### config.mk
export PLATFORM = sky130hd
export DESIGN_NAME = io_out_uart_tx
export DESIGN_NICKNAME = d
export VERILOG_FILES = /design/src/rtl/io_out_uart_tx.sv
export SDC_FILE = /design/constraint.sdc
export NUM_CORES = 1
export LEC_CHECK = 0
export ABC_AREA = 1
export CORE_ASPECT_RATIO = 1.2
export CORE_MARGIN = 5
export CORE_UTILIZATION = 45
export CTS_BUF_LIST = sky130_fd_sc_hd__clkbuf_4 sky130_fd_sc_hd__clkbuf_8
export CTS_CLUSTER_DIAMETER = 150
export DETAILED_ROUTE_END_ITERATION = 7
export PLACE_DENSITY = 0.67
export SLEW_MARGIN = 20
export SYNTH_ARGS = -nofsm -noshare
export SYNTH_HDL_FRONTEND = slang
export SYNTH_SLANG_ARGS = --single-unit
### constraint.sdc
create_clock -name clk -period 2.43 [get_ports clk]
set_input_delay 0.6075 -clock clk [delete_from_list [all_inputs] [get_ports clk]]
set_output_delay 0.6075 -clock clk [all_outputs]
set_load 0.01 [all_outputs]
### src/rtl/io_out_uart_tx.sv
// rtl/io_out_uart_tx.sv - word FIFO feeding an 8N1 UART transmitter for the OUT path
module io_out_uart_tx #(
    parameter int CLK_PER_BIT    = 868,
    parameter int FIFO_DEPTH     = 16,
    parameter int BYTES_PER_WORD = 1
) (
    input  logic        clk,
    input  logic        rst,
    input  logic        out_req,
    input  logic [31:0] out_data,
    output logic        full,
    output logic        overflow,
    output logic        busy,
    output logic        txd
);

    localparam int PW  = $clog2(FIFO_DEPTH);
    localparam int CW  = PW + 1;
    localparam int BCW = $clog2(CLK_PER_BIT);

    localparam logic [CW-1:0]  DEPTH_C   = CW'(FIFO_DEPTH);
    localparam logic [BCW-1:0] BC_LAST   = BCW'(CLK_PER_BIT - 1);
    localparam logic [1:0]     LAST_BYTE = 2'(BYTES_PER_WORD - 1);
    // Bytes beyond BYTES_PER_WORD are never sent; clear them on entry
    localparam logic [31:0]    DATA_MASK = (BYTES_PER_WORD >= 4) ? 32'hFFFF_FFFF
                                         : ((32'd1 << (8 * BYTES_PER_WORD)) - 32'd1);

    typedef enum logic [1:0] {
        S_IDLE,
        S_START,
        S_DATA,
        S_STOP
    } state_t;

    logic [31:0]    mem [FIFO_DEPTH];
    logic [PW-1:0]  wptr;
    logic [PW-1:0]  rptr;
    logic [CW-1:0]  count;
    logic [CW-1:0]  count_nxt;
    state_t         state;
    logic [BCW-1:0] bc;
    logic [2:0]     bit_idx;
    logic [1:0]     byte_idx;
    logic [31:0]    shift_word;
    logic [7:0]     cur_byte;
    logic           push_ok;
    logic           pop;
    logic           bc_last;

    // Push/pop decisions use the pre-edge count, so a push into a full FIFO drops even on a pop cycle
    always_comb begin
        push_ok  = out_req && (count != DEPTH_C);
        pop      = (state == S_IDLE) && (count != '0);
        bc_last  = (bc == BC_LAST);
        cur_byte = shift_word[{byte_idx, 3'b000} +: 8];
        case ({push_ok, pop})
            2'b10:   count_nxt = count + 1'b1;
            2'b01:   count_nxt = count - 1'b1;
            default: count_nxt = count;
        endcase
    end

    // FIFO storage; contents are don't-care until written
    always_ff @(posedge clk) begin
        if (push_ok) begin
            mem[wptr] <= out_data & DATA_MASK;
        end
    end

    // FIFO pointers, occupancy, full and sticky overflow
    always_ff @(posedge clk or posedge rst) begin
        if (rst) begin
            wptr     <= '0;
            rptr     <= '0;
            count    <= '0;
            full     <= 1'b0;
            overflow <= 1'b0;
        end else begin
            if (push_ok) begin
                wptr <= wptr + 1'b1;
            end
            if (pop) begin
                rptr <= rptr + 1'b1;
            end
            if (out_req && !push_ok) begin
                overflow <= 1'b1;
            end
            count <= count_nxt;
            full  <= (count_nxt == DEPTH_C);
        end
    end

    // Busy reflects buffered words or a frame in flight
    always_ff @(posedge clk or posedge rst) begin
        if (rst) begin
            busy <= 1'b0;
        end else begin
            busy <= (count != '0) || (state != S_IDLE);
        end
    end

    // Frame sequencer; txd is a flop decoded from the current state, one cycle behind it
    always_ff @(posedge clk or posedge rst) begin
        if (rst) begin
            state      <= S_IDLE;
            bc         <= '0;
            bit_idx    <= '0;
            byte_idx   <= '0;
            shift_word <= '0;
            txd        <= 1'b1;
        end else begin
            case (state)
                S_IDLE:  txd <= 1'b1;
                S_START: txd <= 1'b0;
                S_DATA:  txd <= cur_byte[bit_idx];
                default: txd <= 1'b1;
            endcase

            case (state)
                S_IDLE: begin
                    bc <= '0;
                    if (pop) begin
                        shift_word <= mem[rptr];
                        byte_idx   <= '0;
                        state      <= S_START;
                    end
                end
                S_START: begin
                    if (bc_last) begin
                        bc      <= '0;
                        bit_idx <= '0;
                        state   <= S_DATA;
                    end else begin
                        bc <= bc + 1'b1;
                    end
                end
                S_DATA: begin
                    if (bc_last) begin
                        bc <= '0;
                        if (bit_idx == 3'd7) begin
                            state <= S_STOP;
                        end else begin
                            bit_idx <= bit_idx + 1'b1;
                        end
                    end else begin
                        bc <= bc + 1'b1;
                    end
                end
                default: begin
                    if (bc_last) begin
                        bc <= '0;
                        if (byte_idx != LAST_BYTE) begin
                            byte_idx <= byte_idx + 1'b1;
                            state    <= S_START;
                        end else begin
                            state <= S_IDLE;
                        end
                    end else begin
                        bc <= bc + 1'b1;
                    end
                end
            endcase
        end
    end

endmodule

==> results of run 1 <==
[state kept, by name, indices dropped and copies added (netlist names)]
register    count
wptr            4
overflow        1
rptr            4
txd             1
state           2
busy            1
full            1
bit_idx         3
bc             10
byte_idx        2
shift_word      8
mem           128
count           5
[worst reg2reg max path: stages, from the launching register on]
cell and delay (ps):
dfrtp_2 440, nor2_4 130, nand4_1 140, nand2_2 110, inv_1 50, ha_2 180
inv_1 70, nand2_1 50, nand2_1 80, ha_1 230, nand2_1 60, o21ai_1 70
or2_0 200, nor2_1 100, nand3_1 80, nor2_1 90
[cell families after synthesis]
kind of cell	count (synthesis)
AO/OA/AOI/OAI	82
XOR/XNOR	11
adder cells (fa/ha/maj)	16
buffers and inverters	75
flip-flops	170
AND/OR/NAND/NOR	356
[worst max path at each step]
stage                          from              to  slack, ps  cells past startpoint
2_1_floorplan  state[0]$_DFFE_PP0P_  full$_DFF_PP0_         20                     16
3_3_place_gp                out_req  full$_DFF_PP0_        -70                     13
3_5_place_dp                out_req  full$_DFF_PP0_       -110                     13
4_1_cts          count[2]$_DFF_PP0_  full$_DFF_PP0_        110                     15
5_1_grt          count[2]$_DFF_PP0_  full$_DFF_PP0_          7                     15
6_report         count[2]$_DFF_PP0_  full$_DFF_PP0_        260                     15
[area by class of cell]
type	count	area, µm²
sequential	170	4900
tap	212	265
timing repair buffer	52	450
multi-input combinational	465	2210
inverter	48	180
fill	1427	7830
clock buffer	18	241
clock inverter	13	193
[metrics by stage]
step / hold slack [ps] / std cells / instance area (µm²)
finish: 462 / 978 / 8440
global route: 489 / 978 / 8440
CTS: 441 / 973 / 8390
detailed placement: 469 / 942 / 7950
global placement: 459 / 942 / 7950
floorplan: 449 / 710 / 7440
[cells in the mapped netlist, drive strengths merged, types with 4 or more instances]
| cell | n |
|---|---|
| inv | 46 |
| edfxtp | 128 |
| clkbuf | 6 |
| buf | 21 |
| ha | 16 |
| o21ai | 71 |
| a21oi | 7 |
| nand4 | 4 |
| nor2 | 165 |
| nor3 | 9 |
| nand2 | 105 |
| dfrtp | 41 |
| nand3 | 65 |
| xor2 | 8 |
[power by group]
group          total [mW]  internal, mW  switching [mW]  leakage [nW]
Sequential           3.59          3.43           0.152          1.67
Combinational       0.836         0.304           0.532          1.38
Clock                2.16          1.14            1.02         0.214
Total                6.58          4.88            1.71          3.27
[layer usage]
metal  track usage, %  wire length (µm)  vias up
met1             21.4              6740     2453
li1                 -                 -     2474
met2             29.2              7860      147
met5                0                 0        -
met3             3.77               728       21
met4             7.03               364        0
[repair_timing]
| item | 4_1_cts | 5_1_grt |
|---|---|---|
| endpoints found under the setup margin | 0 | 2 |
| hold buffers | 0 | 0 |
| resized for setup | 0 | 6 |
| setup buffers | 0 | 5 |
==> results.cfg, run 1 <==
[status]
status = finished clean

[setup_path]
rrSetupSlack_ps = 260
slowest_stage = dfrtp_2
cp.required_ps = 2820
crit_buf_inv = 2
r2r_end = full$_DFF_PP0_
cp_cell_sequence = nor2_4, nand4_1, nand2_2, inv_1, ha_2, inv_1, nand2_1, nand2_1, ha_1, nand2_1, o21ai_1, or2_0, nor2_1, nand3_1, nor2_1
cp-start-kind = flop
r2r-start = count[2]$_DFF_PP0_
crit_path_end_kind = flop
critical-path-top-delay-family = simple AND/OR/NAND/NOR gates
crit_fanout = 3
arrival_ps = 2550
rr_worst_depth = 15
slowest_delay_ps = 440
crit_top_cell = nand2_1
worstSetupPathType = flop to flop

[logic_synthesis]
synth_area_mm2 = 0.00744
synth_top_family_by_area = simple AND/OR/NAND/NOR gates
synthFlopType = edfxtp_1
ys_warn_count = 0
synthCells = 710
synth_cell_types = 31
synth_area_leader_cell = edfxtp_1
synth_top_area_share_pct = 51.7
syn-num-nets = 761
yosysSeqAreaShare_pct = 65.8
synth-edff-count = 128
synth_compound_area_share_pct = 5.63
synth-seq-cells = 170
synth-simple-area-share_pct = 19.9
synthAdderAreaFrac_pct = 2.69
syn_area_per_cell_um2 = 10.5
synth_xor_area_share_pct = 1.30
ys_async_sr_fraction_pct = 24.7
synthMuxAreaShare_pct = 0
synth.area.top_cells = edfxtp_1 (52%), dfrtp_1 (14%), nor2_1 (8.3%)

[global_routing]
antenna_found_initial = 0
gr-total-overflow = 0
gr-usage-all-layers_pct = 17.2
grt_max_degree = 67
grt_pass1_vias = 5069
grt_pass1_wl_um = 25500

[detailed_routing]
via_per_inst = 5.21
routedWlPerCell_um = 16.1
wirelength_um = 15700
ant_nets = 0
dr.pass1.iters = 5
drc_errors = 0
first_iter_violations = 352
vias = 5095

[clock_network]
numCtsBuffers = 17
cts.clk_slew.worst_paths_ps = 90
root_buffer = clkbuf_8
cts.sinks = 170
clkLatencyLatePin_ps = 450
cts_tree = done
h-tree-depth = 4
cts_buffer_depth = 2

[power]
power.density_mw_per_mm2 = 780
total_leakage_power_nw = 3.27
total_power_mw = 6.58
irDropWorstVdd_mv = 0.378

[finish]
layout_common_cells = nor2_1 (164), edfxtp_1 (128), nand2_1 (102)
mostFrequentLayoutCell = nor2_1
fin_util_pct = 51.9
diodes = 0
nets = 805
drive_above_1_share_pct = 10.8
syn2layout_area_growth_pct = 13.5

[die]
dieArea_mm2 = 0.0192
die_w_um = 127
fp.dieH_um = 151
rows = 51
num_io_pins = 39
start_util_pct = 45.7
core_area_mm2 = 0.0163

[timing]
max_clock_freq_mhz = 462
worstMarginPinSlew_ps = 696
finalCritPeriodShare_pct = 89.1
finalSetupViolCount = 0
worst_slack_ps = 264
report.final.hold_viol_count = 0
fin_setup_tns_ps = 0
fin_crit_ps = 2170
finalMaxSlewViolations = 0
rsz0062_at_grt = false
slew_headroom_pct = 53.5
fin_skew_ps = 9.79

[flow_run]
cap_violations = 0

[place]
place_congestion = 0.907
dp_hpwl_um = 10300
pre_cts_ws_ps = -112
port_buffers = 14

[worst_hold_path]
hp-class = primary input to async pin
No activity file was read; power rests on OpenSTA's default activity.
==> run 2: changes to the inputs <==
--- a/config.mk
+++ b/config.mk
@@ -12,6 +12,7 @@
 export CTS_BUF_LIST = sky130_fd_sc_hd__clkbuf_4 sky130_fd_sc_hd__clkbuf_8
 export CTS_CLUSTER_DIAMETER = 150
 export DETAILED_ROUTE_END_ITERATION = 7
+export MAX_ROUTING_LAYER = met4
 export PLACE_DENSITY = 0.67
 export SLEW_MARGIN = 20
 export SYNTH_ARGS = -nofsm -noshare
==> results.cfg, run 2 (synthesized netlist as in run 1, its figures left out) <==
[power]
total_power_mw = 6.40
power.density_mw_per_mm2 = 762
pwr-share-clk_pct = 31.3
total_leakage_power_nw = 3.26
p_switching_mw = 1.64
irDropWorstVdd_mv = 0.408
combPwrFrac_pct = 12.6
swShare_pct = 25.7
seqPwrFrac_pct = 56.1
p_int_mw = 4.76

[global_routing]
antenna_found_initial = 0
grt_pass1_vias = 5091
grt_pass1_wl_um = 25300
gr-usage-all-layers_pct = 17.4
gr-total-overflow = 0
grt_max_degree = 51

[clock_network]
cts_tree = done
numCtsBuffers = 17
cts.sinks = 170
cts.clk_slew.worst_paths_ps = 90
cts_buffer_depth = 2
postCtsHoldBufs = 0
h-tree-depth = 4
root_buffer = clkbuf_8
clkLatencyLatePin_ps = 440

[finish]
multiInputGateArea_mm2 = 0.00221
diodes = 0
fill_cells = 1450
layout_common_cells = nor2_1 (164), edfxtp_1 (128), nand2_1 (102)
top_regs = mem (128), bc (10), shift_word (8)
largest_reg_flops = 128
register_area_mm2 = 0.00490
fin_util_pct = 51.6
regMostFlops = mem
fin_cells = 978
syn2layout_area_growth_pct = 12.9
drive_above_1_share_pct = 10.3
nets = 805
fin_area_mm2 = 0.00840
mostFrequentLayoutCell = nor2_1

[timing]
worst_slack_ps = 282
report.final.hold_viol_count = 0
finalSetupViolCount = 0
finalCritPeriodShare_pct = 88.4
rsz0062_at_grt = false
max_clock_freq_mhz = 466
fin_skew_ps = 9.90
worst_hold_slack_ps = 479
fin_setup_tns_ps = 0
slew_headroom_pct = 54.6
finalMaxSlewViolations = 0
worstMarginPinSlew_ps = 678
fin_crit_ps = 2150

[detailed_routing]
vias = 5080
routedWlPerCell_um = 15.8
ant_nets = 0
drc_errors = 0
first_iter_violations = 318
wirelength_um = 15500
dr.pass1.iters = 5
via_per_inst = 5.19

[setup_path]
cp_cell_sequence = nor2_4, nand4_1, nand2_2, inv_1, ha_2, inv_1, nand2_1, nand2_1, ha_1, inv_1, nand2_1, nand3_1, nand3b_1, nand2_1, a21oi_1, nor2_1
r2r-start = count[2]$_DFF_PP0_
worstSetupPathType = flop to flop
slowest_stage = dfrtp_2
crit_buf_inv = 3
slowest_delay_ps = 460
arrival_ps = 2490
critPathLaunch = count[2]$_DFF_PP0_
rrSetupSlack_ps = 280
cp-start-kind = flop
crit_top_cell = nand2_1
crit_fanout = 4
cp.required_ps = 2770
critical-path-top-delay-family = simple AND/OR/NAND/NOR gates
crit_path_end_kind = flop

[place]
place_congestion = 0.901
pre_cts_ws_ps = -53.0
port_buffers = 14
dpl.cell_count = 943
placed_area_mm2 = 0.00796
dp_hpwl_um = 10200

[status]
status = finished clean

[die]
start_util_pct = 45.7
core_area_mm2 = 0.0163
rows = 51
fp.dieH_um = 151
num_io_pins = 39
dieArea_mm2 = 0.0192
die_w_um = 127

[worst_hold_path]
hp-class = primary input to async pin

[flow_run]
cap_violations = 0
## run 2: cell types whose count changed in the layout (fill, tap and decap cells not counted), sizes merged
cell	delta
clkinv	+2
inv	-2
bufinv	-1
clkbuf	+1
## run 2: area by class of cell
type	count	area share, %
clock inverter	12	1.77
tap	212	3.16
timing repair buffer	52	5.36
inverter	48	2.15
sequential	170	58.3
multi-input combinational	465	26.3
clock buffer	19	2.96
## run 2: layer usage
metal,wire [µm],up-vias,track usage [%]
met5,0,-,-
met4,259,0,6.28
met3,698,23,3.17
met2,7930,154,29.5
met1,6560,2429,21.0
li1,-,2474,-
## run 2: power by group through the flow
stage,Combinational (mW),Sequential [mW],Clock [mW]
floorplan,0.474,3.60,0
global route,0.909,3.61,2.16
finish,0.808,3.59,2.00
detailed placement,0.797,3.64,0
CTS,0.799,3.58,2.05
global placement,0.760,3.62,0
## run 2: worst min-delay path, cell delays in order
cell and delay, ps:
clkdlybuf4s50_1 400, inv_1 70, buf_4 210
## run 2: what timing repair did
action                     in CTS  in global routing
resized for setup               0                  4
buffers inserted                0                  4
setup endpoints to repair       0                  2
## run 2: worst paths after layout
| path | endpoint | depth (start not counted) |
|---|---|---|
| setup reg to reg | full$_DFF_PP0_ | 16 |
| setup / recovery | full$_DFF_PP0_ | 16 |
| max in group asynchronous | txd$_DFF_PP1_ | 3 |
| hold reg to reg | overflow$_DFFE_PP0P_ | 1 |
| hold / removal | overflow$_DFFE_PP0P_ | 3 |
| min in group clk | overflow$_DFFE_PP0P_ | 1 |
